===== config.mk =====
export PLATFORM = sky130hd
export DESIGN_NAME = hyperbus_ctrl
export DESIGN_NICKNAME = d
export VERILOG_FILES = /design/src/rtl/hyperbus_ctrl.sv
export SDC_FILE = /design/constraint.sdc
export NUM_CORES = 1
export LEC_CHECK = 0
export CAP_MARGIN = 15
export CORE_MARGIN = 5
export CORE_UTILIZATION = 41
export DETAILED_ROUTE_END_ITERATION = 6
export GPL_ROUTABILITY_DRIVEN = 0
export PLACE_DENSITY = 0.74
export SYNTH_ARGS = -nofsm -noshare
export SYNTH_HDL_FRONTEND = slang
export SYNTH_SLANG_ARGS = --single-unit

===== constraint.sdc =====
create_clock -name hbus_clk -period 2.9 [get_ports hbus_clk]
set_clock_uncertainty 0.2 [all_clocks]
set_input_delay 0.29 -clock hbus_clk [delete_from_list [all_inputs] [get_ports hbus_clk]]
set_output_delay 0.29 -clock hbus_clk [all_outputs]
set_load 0.02 [all_outputs]

===== src/rtl/hyperbus_ctrl.sv =====
// HyperBus transaction controller: turns single-burst native read/write requests into
// CA / initial-latency / data phases on a 16-bit-per-cycle DDR PHY abstraction.
module hyperbus_ctrl #(
   parameter int HBUS_ADDR_WIDTH = 32,
   parameter int HBUS_DATA_WIDTH = 16,
   parameter int BURST_WORDS     = 2,
   parameter int LATENCY         = 6,
   parameter int TCSH            = 2,
   parameter int TIMEOUT         = 64
) (
   input  logic                       hbus_clk,
   input  logic                       hbus_rst,
   input  logic [HBUS_ADDR_WIDTH-1:0] hbus_adr_i,
   input  logic [HBUS_DATA_WIDTH-1:0] hbus_dat_i,
   output logic [HBUS_DATA_WIDTH-1:0] hbus_dat_o,
   input  logic                       hbus_rrq,
   input  logic                       hbus_wrq,
   output logic                       hbus_ready,
   output logic                       hbus_valid,
   output logic                       hbus_busy,
   output logic                       hbus_err,
   output logic                       hb_cs_n,
   output logic                       hb_ck_en,
   output logic [15:0]                hb_dq_o,
   output logic                       hb_dq_oe,
   input  logic [15:0]                hb_dq_i,
   output logic [1:0]                 hb_rwds_o,
   output logic                       hb_rwds_oe,
   input  logic [1:0]                 hb_rwds_i,
   output logic [2:0]                 fsm_state
);

   // Handshake: hbus_ready=1 means hbus_dat_i is consumed at the closing edge of that cycle;
   // hbus_valid=1 means hbus_dat_o holds a read word for that cycle only. Neither can be stalled.

   typedef enum logic [2:0] {IDLE, CA, LAT, XFER, CSH} state_t;

   localparam int TW = $clog2(TIMEOUT + 1);
   localparam logic [7:0]    BW       = 8'(BURST_WORDS);
   localparam logic [7:0]    BW_LAST  = 8'(BURST_WORDS - 1);
   localparam logic [7:0]    LAT_ONE  = 8'(LATENCY);
   localparam logic [7:0]    LAT_DBL  = 8'(2 * LATENCY);
   localparam logic [7:0]    CSH_LAST = 8'(TCSH - 1);
   localparam logic [TW-1:0] TO_LAST  = TW'(TIMEOUT - 1);

   state_t              state, state_d;
   logic [7:0]          cnt, cnt_d;
   logic [7:0]          wcnt, wcnt_d;
   logic [TW-1:0]       tcnt, tcnt_d;
   logic [7:0]          lat_n, lat_n_d;
   logic                rw_q, rw_d;
   logic [31:0]         ca_lo, ca_lo_d;
   logic                cs_n_d, ck_en_d, dq_oe_d, rwds_oe_d;
   logic                ready_d, valid_d, busy_d, err_d;
   logic [15:0]         dq_o_d;
   logic [1:0]          rwds_o_d;
   logic [HBUS_DATA_WIDTH-1:0] dat_o_d;
   logic [47:0]         ca_full;
   logic                strobe;

   function automatic logic [47:0] build_ca(input logic rw, input logic [31:0] adr);
      return {rw, 1'b0, 1'b1, adr[31:3], 13'd0, adr[2:0]};
   endfunction

   assign ca_full   = build_ca(hbus_rrq, hbus_adr_i);
   assign strobe    = (hb_rwds_i == 2'b10);
   assign fsm_state = state;

   always_ff @(posedge hbus_clk or posedge hbus_rst) begin
      if (hbus_rst) begin
         state      <= IDLE;
         cnt        <= 8'd0;
         wcnt       <= 8'd0;
         tcnt       <= '0;
         lat_n      <= LAT_ONE;
         rw_q       <= 1'b0;
         ca_lo      <= 32'd0;
         hb_cs_n    <= 1'b1;
         hb_ck_en   <= 1'b0;
         hb_dq_o    <= 16'd0;
         hb_dq_oe   <= 1'b0;
         hb_rwds_o  <= 2'b00;
         hb_rwds_oe <= 1'b0;
         hbus_ready <= 1'b0;
         hbus_valid <= 1'b0;
         hbus_busy  <= 1'b0;
         hbus_err   <= 1'b0;
         hbus_dat_o <= '0;
      end else begin
         state      <= state_d;
         cnt        <= cnt_d;
         wcnt       <= wcnt_d;
         tcnt       <= tcnt_d;
         lat_n      <= lat_n_d;
         rw_q       <= rw_d;
         ca_lo      <= ca_lo_d;
         hb_cs_n    <= cs_n_d;
         hb_ck_en   <= ck_en_d;
         hb_dq_o    <= dq_o_d;
         hb_dq_oe   <= dq_oe_d;
         hb_rwds_o  <= rwds_o_d;
         hb_rwds_oe <= rwds_oe_d;
         hbus_ready <= ready_d;
         hbus_valid <= valid_d;
         hbus_busy  <= busy_d;
         hbus_err   <= err_d;
         hbus_dat_o <= dat_o_d;
      end
   end

   always_comb begin
      state_d = state;
      case (state)
         IDLE: if (hbus_rrq || hbus_wrq) state_d = CA;
         CA:   if (cnt == 8'd2) state_d = LAT;
         LAT:  if (cnt == lat_n - 8'd1) state_d = XFER;
         XFER: begin
            if (rw_q) begin
               if (strobe && wcnt == BW_LAST) state_d = CSH;
               else if (!strobe && tcnt == TO_LAST) state_d = CSH;
            end else if (wcnt == BW) begin
               state_d = CSH;
            end
         end
         CSH:  if (cnt == CSH_LAST) state_d = IDLE;
         default: state_d = IDLE;
      endcase
   end

   always_comb begin
      cnt_d     = (state_d == state) ? cnt + 8'd1 : 8'd0;
      wcnt_d    = 8'd0;
      tcnt_d    = '0;
      lat_n_d   = lat_n;
      rw_d      = rw_q;
      ca_lo_d   = ca_lo;
      cs_n_d    = 1'b1;
      ck_en_d   = 1'b0;
      busy_d    = (state_d != IDLE);
      dq_o_d    = hb_dq_o;
      dq_oe_d   = 1'b0;
      rwds_o_d  = 2'b00;
      rwds_oe_d = 1'b0;
      valid_d   = 1'b0;
      err_d     = 1'b0;
      dat_o_d   = hbus_dat_o;
      if (state_d inside {CA, LAT, XFER}) begin
         cs_n_d  = 1'b0;
         ck_en_d = 1'b1;
      end
      case (state)
         IDLE: begin
            if (state_d == CA) begin
               rw_d    = hbus_rrq;
               ca_lo_d = ca_full[31:0];
               dq_o_d  = ca_full[47:32];
            end
         end
         CA: begin
            dq_o_d = (cnt == 8'd0) ? ca_lo[31:16] : ca_lo[15:0];
            // Only the last CA cycle's RWDS decides whether the device wants double latency.
            if (cnt == 8'd2) lat_n_d = hb_rwds_i[1] ? LAT_DBL : LAT_ONE;
         end
         XFER: begin
            if (rw_q) begin
               wcnt_d  = wcnt + {7'd0, strobe};
               tcnt_d  = strobe ? '0 : tcnt + TW'(1);
               valid_d = strobe;
               err_d   = !strobe && (tcnt == TO_LAST);
               if (strobe) dat_o_d = hb_dq_i;
            end else begin
               wcnt_d    = wcnt + {7'd0, hbus_ready};
               dq_oe_d   = (state_d == XFER) && (hb_dq_oe || hbus_ready);
               rwds_oe_d = dq_oe_d;
               if (hbus_ready) dq_o_d = hbus_dat_i;
            end
         end
         default: ;
      endcase
      if (state_d == CA) dq_oe_d = 1'b1;
      ready_d = (state_d == XFER) && !rw_d && (wcnt_d < BW);
   end

endmodule


# ---- Word level (Yosys, flattened, before mapping)
# Cells that the tools add are included.
# Widths: inputs -> output; s select.
dict set report word_totals {
  rom_bits 0
  mem_bits_rw 0
  n_memories 0
  elab_cells 91
  regBits 94
  latchBits 0
  input_bits 70
  output_inout_bits 45
}
dict set report op_classes {
  addsub 5
  n_reduce_logical 18
  eq_ne 18
  div_mod_pow 0
  n_lt_le_gt_ge 1
  bitwise 0
  n_mul 0
  mux 32
  shift 0
}
# operator n
set op_table {}
lappend op_table {{$mux 16} 4}
lappend op_table {{$pmux 16 s3} 1}
lappend op_table {{$mux 3} 8}
lappend op_table {{$mux 8} 3}
lappend op_table {{$mux 7} 3}
lappend op_table {{$add 8x1->8} 2}
lappend op_table {{$eq 8x1->1 const B} 2}
lappend op_table {{$eq 8x2->1 const B} 2}
lappend op_table {{$pmux 3 s5} 1}
lappend op_table {{$eq 3x2->1 const B} 4}
lappend op_table {{$mux 1} 11}
lappend op_table {{$reduce_bool 3->1} 3}
lappend op_table {{$add 8x1->8 const B} 1}
lappend op_table {{$eq 8x8->1} 1}
lappend op_table {{$logic_not 8->1} 1}
lappend op_table {{$lt 8x2->1 const B} 1}
lappend op_table {{$sub 8x1->8 const B} 1}
lappend op_table {{$add 7x1->7 const B} 1}
lappend op_table {{$eq 7x6->1 const B} 1}
lappend op_table {{$eq 3x1->1 const B} 2}
lappend op_table {{$ne 2x2->1 const B} 3}
lappend op_table {{$logic_and 1x1->1} 5}
lappend op_table {{$mux 4} 1}
lappend op_table {{$reduce_and 2->1} 2}
lappend op_table {{other kinds (8)} 10}

# ---- Logic depth before layout (Yosys ltp)
# Gate-level depths: netlist of the first run.
dict set report depth {
  ltp_word 13
  mapped_depth 9
  ltp_nobuf 9
}

# ---- Least setup slack after synthesis of the first run
# Ideal clock, no wire load.
dict set report synth_timing {
  path_type {register -> register}
  from {register state[2], in the netlist fsm_state[2]}
  to {register hbus_dat_o[0]}
  t_required_ps 2575
  synth_period_minus_slack_ps 2124
  setup_ps 125
  path_stages_with_launch 7
  path_buffers 2
  arrival_ps 1799
  slack_ps 776
  path_cell_list {dfrtp_1 -> and2b_1 -> nand2_1 -> buf_2 -> nor2_2 -> buf_4 -> mux2_2}
}
dict set report synth_via {
  elab_chain_cells 2
}
# element line_no
set synth_lines {}
lappend synth_lines {{from (decl)} 46} ;# state_t state, state_d;
lappend synth_lines {{from (signal assigned)} 90} ;# state <= state_d;
lappend synth_lines {{$eq 3x2->1} 151} ;# case (state)
lappend synth_lines {{$reduce_and 3->1 (no line)} n/a}
lappend synth_lines {{to (signal assigned)} 107} ;# hbus_dat_o <= dat_o_d;
lappend synth_lines {{to (decl)} 15} ;# output logic [HBUS_DATA_WIDTH-1:0] hbus_dat_o,
# No other way between the ends.
# A chain may end at the register's enable or synchronous reset.

# ---- Final worst setup path of the first run
dict set report layout_timing {
  from {register state[1], in the netlist fsm_state[1]}
  to {output port fsm_state[1]}
}
# element line_no
set layout_rtl {}
lappend layout_rtl {{to (decl)} 30} ;# output logic [2:0] fsm_state
# No word-level cell between the ends.

==> impl_results.md, run 1 <==
* Setup TNS at 0 ns
* Max rail drop VDD at 0.3907 mV
* Sw power at 0.001979 W
* Slew @ Worst Pin at 0.6316 ns
* Critical Setup Path Class: reg2out
* First-pass GRT wire length at 17.06 mm
* Pint at 0.003317 W
* Clock Path Buffers at 2
* Commonest non-fill, non-tap cell in the layout: clkdlybuf4s50_1
* Slowest-stage cell, CP: dfrtp_1
* Net count, final at 552
* Count of cell types in the netlist at 52
* Final slew viol count at 0
* Initial DRT Pass Iterations at 5
* Die width at 110.7 um
* Grt peak-use layer: met2
* Worst Hold Class: in2async
* Met2 Usage GRT at 28.03%
* Worst Setup End Kind: output port
* CTS tree: done
* Critical path startpoint category: flip-flop
* CP top delay family: flip-flops
* PD cells at 941.8 nW/um2
* Clock sinks at 88
* Post-synthesis register bit count at 88
* Worst path bufs/invs at 1
* Arr. time, crit path at 1.83 ns
* Rows at 36
* Syn Inst Count at 359
* M3 GR Usage at 5.349%
* Yosys warnings at 0
* F_max at 431.2 MHz
* Hold Vio Cnt, Final at 0
* Min cycle time layout at 2.319 ns
* Leakage at 2.394 nW
* Clock slew at reported path FFs at 0.10 ns
* WL/cell at 16.53 um
* IO Count at 115
* HPWL after DPL at 7.501 mm
* Worst endpoint required time at 2.41 ns
* Grt ovf at 0
* Layout cell share with drive strength beyond 1 at 16.70%
* Sequential fraction of the synthesis area at 53.07%
* RSZ-0062 raised after global routing: false
* Final Setup Violations at 0
* Post-cts gate resize count at 0
* Vias at 3199
* Post-synth ARST share at 100.0%
* Port-buffer cells at 112
* Critical Path Max Stage Delay at 0.75 ns
* Fill cells at 872
* Antenna-violating nets left at 0
* Worst-Skew Late Latency at 0.36 ns
* CP max FO at 21
* DRC violations left at 0
* CORE AREA at 9819 um2
* Die ar. at 12240 um2
* P&R area growth vs syn at 35.36%
* Combinational group share of total power at 45.9%
* Mapped Area at 4154 um2
* CTS root buffer: clkbuf_8
* Final WL at 10.12 mm
* Post-CTS Hold Buffers at 0
* Avg Cell Area, Syn at 11.57 um2
* Detailed-route vias per instance at 5.227
* Worst path cell trace: clkdlybuf4s50_1
* Run status: finished, final reports clean
* Clock power share at 15.9%
* First DRT Iteration DRCs at 216
* Top_reg_cell synth: dfrtp_1
* Commonest cells after routing, fill and taps aside: clkdlybuf4s50_1 (112), dfrtp_1 (86), mux2_2 (41)
* Sw frac at 37.36%
* Diodes inserted at 0
* Max cap viols at 0
* Period utilization at 79.96%
* Sequential Power Share at 38.2%
* GRT Util Overall at 17.15%
* Number of antenna violations at the first check in global routing at 0
* Initial core utilization at 42.30%
* Routing usage on met1 at 21.82%
* Post-synth EDFFs at 0
* Vias in the first global route at 3395
* Num CTS Buffers at 9
* Pin count of the biggest net entering global routing at 40
* Post-CTS Setup Bufs at 0
* Die Height at 110.7 um
* CTS H-tree lvls at 3
* Slew margin rel. at 57.90%
* Design Power at 0.005296 W
logic make-up (layout without fill, tap and decap cells):
kind of cell / count (synthesis) / in the layout / synth area share (%)
and+or+nand+nor: 105 / 105 / 13.01
DFF: 88 / 88 / 53.07
muxes: 54 / 54 / 14.28
AOI/OAI and AO/OA: 48 / 48 / 9.127
buffers and inverters: 36 / 155 / 4.096
xor gates and xnor gates: 20 / 20 / 4.217
adders and majority gates: 7 / 7 / 2.108
other: 1 / 2 / 0.09027
per-stage QoR:
step	area (um2)	util (%)	setup WS, ns	hold slack (ns)	std cells
after floorplan	4158	-	0.1348	0.1641	360
after global placement	5428	55.28	0.3830	0.2436	597
after detailed placement	5428	55.28	0.3049	0.2649	597
after CTS	5623	57.26	0.5768	0.09083	612
after global routing	5623	57.26	0.4060	0.1006	612
final	5623	57.26	0.5810	0.07972	612
power by group through the flow:
stage	registers [W]	logic, W	clock network, W
floorplan	0.00228	0.00123	0
global placement	0.00203	0.00242	0
detailed placement	0.00205	0.00246	0
CTS	0.00202	0.00247	0.000869
global route	0.00209	0.00265	0.000946
finish	0.00202	0.00243	0.000843
synthesized netlist by cell type, drive strengths merged (2+ instances only):
library cell,n,area share (%)
buf,13,2.0
o31ai,4,0.72
clkbuf,4,0.36
or3,2,0.30
mux2i,12,2.9
and3,7,1.1
nand2b,4,0.60
o21ai,8,0.96
ha,7,2.1
nand3b,2,0.36
a21o,2,0.36
xnor2,9,1.9
a222oi,11,2.7
xor2,11,2.3
or2,4,0.60
o211ai,2,0.36
o2111ai,2,0.42
dfrtp,86,52
nor2,33,3.1
dfstp,2,1.3
nand3,14,1.8
inv,19,1.7
nor2b,2,0.30
mux2,42,11
a41oi,2,0.42
a21oi,5,0.87
o22ai,2,0.30
a31oi,3,0.45
nand2,18,1.6
nor3,11,1.3
nor4,2,0.66
registers in the layout, indices dropped and copies added, names as in the netlist, 2 cells and up:
register and flops:
ca_lo 19, hb_dq_o 16, hbus_dat_o 16, cnt 8, wcnt 8, tcnt 7
fsm_state 3, lat_n 2
path summary, 6_finish.rpt:
kind,startpoint,to,slack (ns),cells after the start
worst min register to register,tcnt[0],tcnt[0],0.27,1
min in group hbus_clk,tcnt[0],tcnt[0],0.27,1
worst max register to register,rw_q,hbus_ready,0.60,9
worst min-delay path,hbus_rst,ca_lo[25],0.08,2
worst max-delay path,fsm_state[1],fsm_state[1],0.58,1
max in group asynchronous,hbus_rst,hb_dq_o[15],1.74,3
layout make-up:
type	count	area, um2	area share [%]
Multi-Input combinational cell	236	1783	31.71
Clock inverter	6	71.32	1.268
Tap cell	133	166.4	2.960
Clock buffer	9	123.9	2.203
Sequential cell	88	2205	39.21
Timing Repair Buffer	121	1201	21.36
Inverter	19	72.57	1.291
layer usage:
metal	part of all wire, %	up-vias
li1	-	1502
met1	43	1556
met2	49	126
met3	5.5	15
met4	1.8	0
met5	0	-
No activity file was read; power rests on OpenSTA's default activity.
==> inputs of run 2 (changes only) <==
--- a/config.mk
+++ b/config.mk
@@ -10,7 +10,7 @@
 export CORE_UTILIZATION = 41
 export DETAILED_ROUTE_END_ITERATION = 6
 export GPL_ROUTABILITY_DRIVEN = 0
-export PLACE_DENSITY = 0.74
+export PLACE_DENSITY = 0.71
 export SYNTH_ARGS = -nofsm -noshare
 export SYNTH_HDL_FRONTEND = slang
 export SYNTH_SLANG_ARGS = --single-unit
==> constraint.sdc (replaced) <==
create_clock -name hbus_clk -period 2.3 [get_ports hbus_clk]
set_clock_uncertainty 0.2 [all_clocks]
set_input_delay 0.23 -clock hbus_clk [delete_from_list [all_inputs] [get_ports hbus_clk]]
set_output_delay 0.23 -clock hbus_clk [all_outputs]
set_load 0.02 [all_outputs]
==> impl_results.md, run 2 (synthesis results as in run 1) <==
* Commonest cells after routing, fill and taps aside: clkdlybuf4s50_1 (112), dfrtp_1 (86), mux2_2 (41)
* Worst-Skew Late Latency at 0.34 ns
* Rows at 36
* WL/cell at 15.97 um
* Commonest non-fill, non-tap cell in the layout: clkdlybuf4s50_1
* Clock sinks at 88
* Hold_ws at 0.1245 ns
* Net count, final at 567
* Post-cts gate resize count at 0
* F_max at 464.0 MHz
* PD cells at 1204 nW/um2
* Number of antenna violations at the first check in global routing at 0
* DP Cell Count at 612
* Detailed-route vias per instance at 5.147
* First DRT Iteration DRCs at 172
* Antenna-violating nets left at 0
* Fin cells at 627
* RSZ-0062 raised after global routing: false
* CP max FO at 11
* Slew @ Worst Pin at 0.5890 ns
* P&R area growth vs syn at 40.15%
* Area of placed instances at 5580 um2
* Num CTS Buffers at 9
* Run status: finished, final reports clean
* CORE AREA at 9819 um2
* Hold Vio Cnt, Final at 0
* Multi-input logic area at 1783 um2
* Slew margin rel. at 60.65%
* First-pass GRT wire length at 17.03 mm
* Final instance area at 5822 um2
* Worst endpoint required time at 1.87 ns
* Post-CTS Setup Bufs at 0
* Clock slew at reported path FFs at 0.09 ns
* Leakage at 2.500 nW
* DRC violations left at 0
* Final slew viol count at 0
* Initial core utilization at 42.30%
* Initial DRT Pass Iterations at 7
* GRT Util Overall at 17.00%
* Final WL at 10.01 mm
* Max rail drop VDD at 0.5386 mV
* CTS root buffer: clkbuf_8
* Vias at 3227
* Grt ovf at 0
* Arr. time, crit path at 1.73 ns
* Worst Setup End Kind: output port
* Setup TNS at 0 ns
* Fill cells at 850
* Final Core Density at 59.29%
* Port-buffer cells at 112
* Post-CTS Hold Buffers at 0
* IO Count at 115
* CTS H-tree lvls at 3
* Clock Path Buffers at 2
* Die width at 110.7 um
* CTS tree: done
* Max cap viols at 0
* Vias in the first global route at 3391
* Layout cell share with drive strength beyond 1 at 19.23%
* Max reg flops at 19
* Die Height at 110.7 um
* Die ar. at 12240 um2
* HPWL after DPL at 7.568 mm
* Diodes inserted at 0
* FF/Latch Area at 2205 um2
* Period utilization at 93.71%
* Final Setup Violations at 0
* Min cycle time layout at 2.155 ns
* Largest registers: ca_lo: 19 flops, hb_dq_o: 16 flops, hbus_dat_o: 16 flops
* Worst Hold Class: in2async
* Reg with most FFs: ca_lo
* Critical path startpoint category: flip-flop
* Critical Setup Path Class: reg2out
* Pin count of the biggest net entering global routing at 32
run 2: cell type report:
class                      count  area share, %
clock buffer                   9          2.128
timing repair buffer         136          23.21
sequential                    88          37.87
inverter                      19          1.289
clock inverter                 6          2.020
tap                          133          2.858
multi-input combinational    236          30.63
run 2: critical path, cell delays in order, from the launching register on:
cell and delay, ns:
dfrtp_1 0.55, buf_4 0.21, clkdlybuf4s50_1 0.61
run 2: layer usage:
| layer | share of wire [%] | up-vias | routed length, um | track usage, % |
|---|---|---|---|---|
| met5 | 0 | - | 0 | 0 |
| met2 | 49 | 96 | 4930 | 27.71 |
| li1 | - | 1531 | - | - |
| met4 | 2.0 | 0 | 204 | 7.389 |
| met1 | 44 | 1582 | 4407 | 22.19 |
| met3 | 4.7 | 18 | 469 | 3.057 |
run 2: per-stage QoR:
step | setup slack, ns | power, W
after floorplan | 0.1759 | 0.004416
after global placement | -0.02729 | 0.005721
after detailed placement | -0.05842 | 0.005789
after CTS | 0.1402 | 0.007092
after global routing | 0.02593 | 0.007496
final | 0.1447 | 0.007009
run 2: report_power, final:
part           leakage (nW)  switching [W]  internal (W)
logic                  1.29        0.00157       0.00164
registers              1.10       0.000370       0.00214
clock network         0.117       0.000557      0.000725
total                  2.50        0.00250       0.00451
run 2: path summary, 6_finish.rpt:
check                              from           end  slack [ns]  cells after the start
max                        fsm_state[2]  fsm_state[2]        0.14                      2
min                            hbus_rst     ca_lo[23]        0.12                      2
max reg2reg                        rw_q    hbus_ready        0.17                      9
min reg2reg                     tcnt[0]       tcnt[0]        0.27                      1
max in group asynchronous      hbus_rst      lat_n[1]        1.17                      3
min in group hbus_clk           tcnt[0]       tcnt[0]        0.27                      1
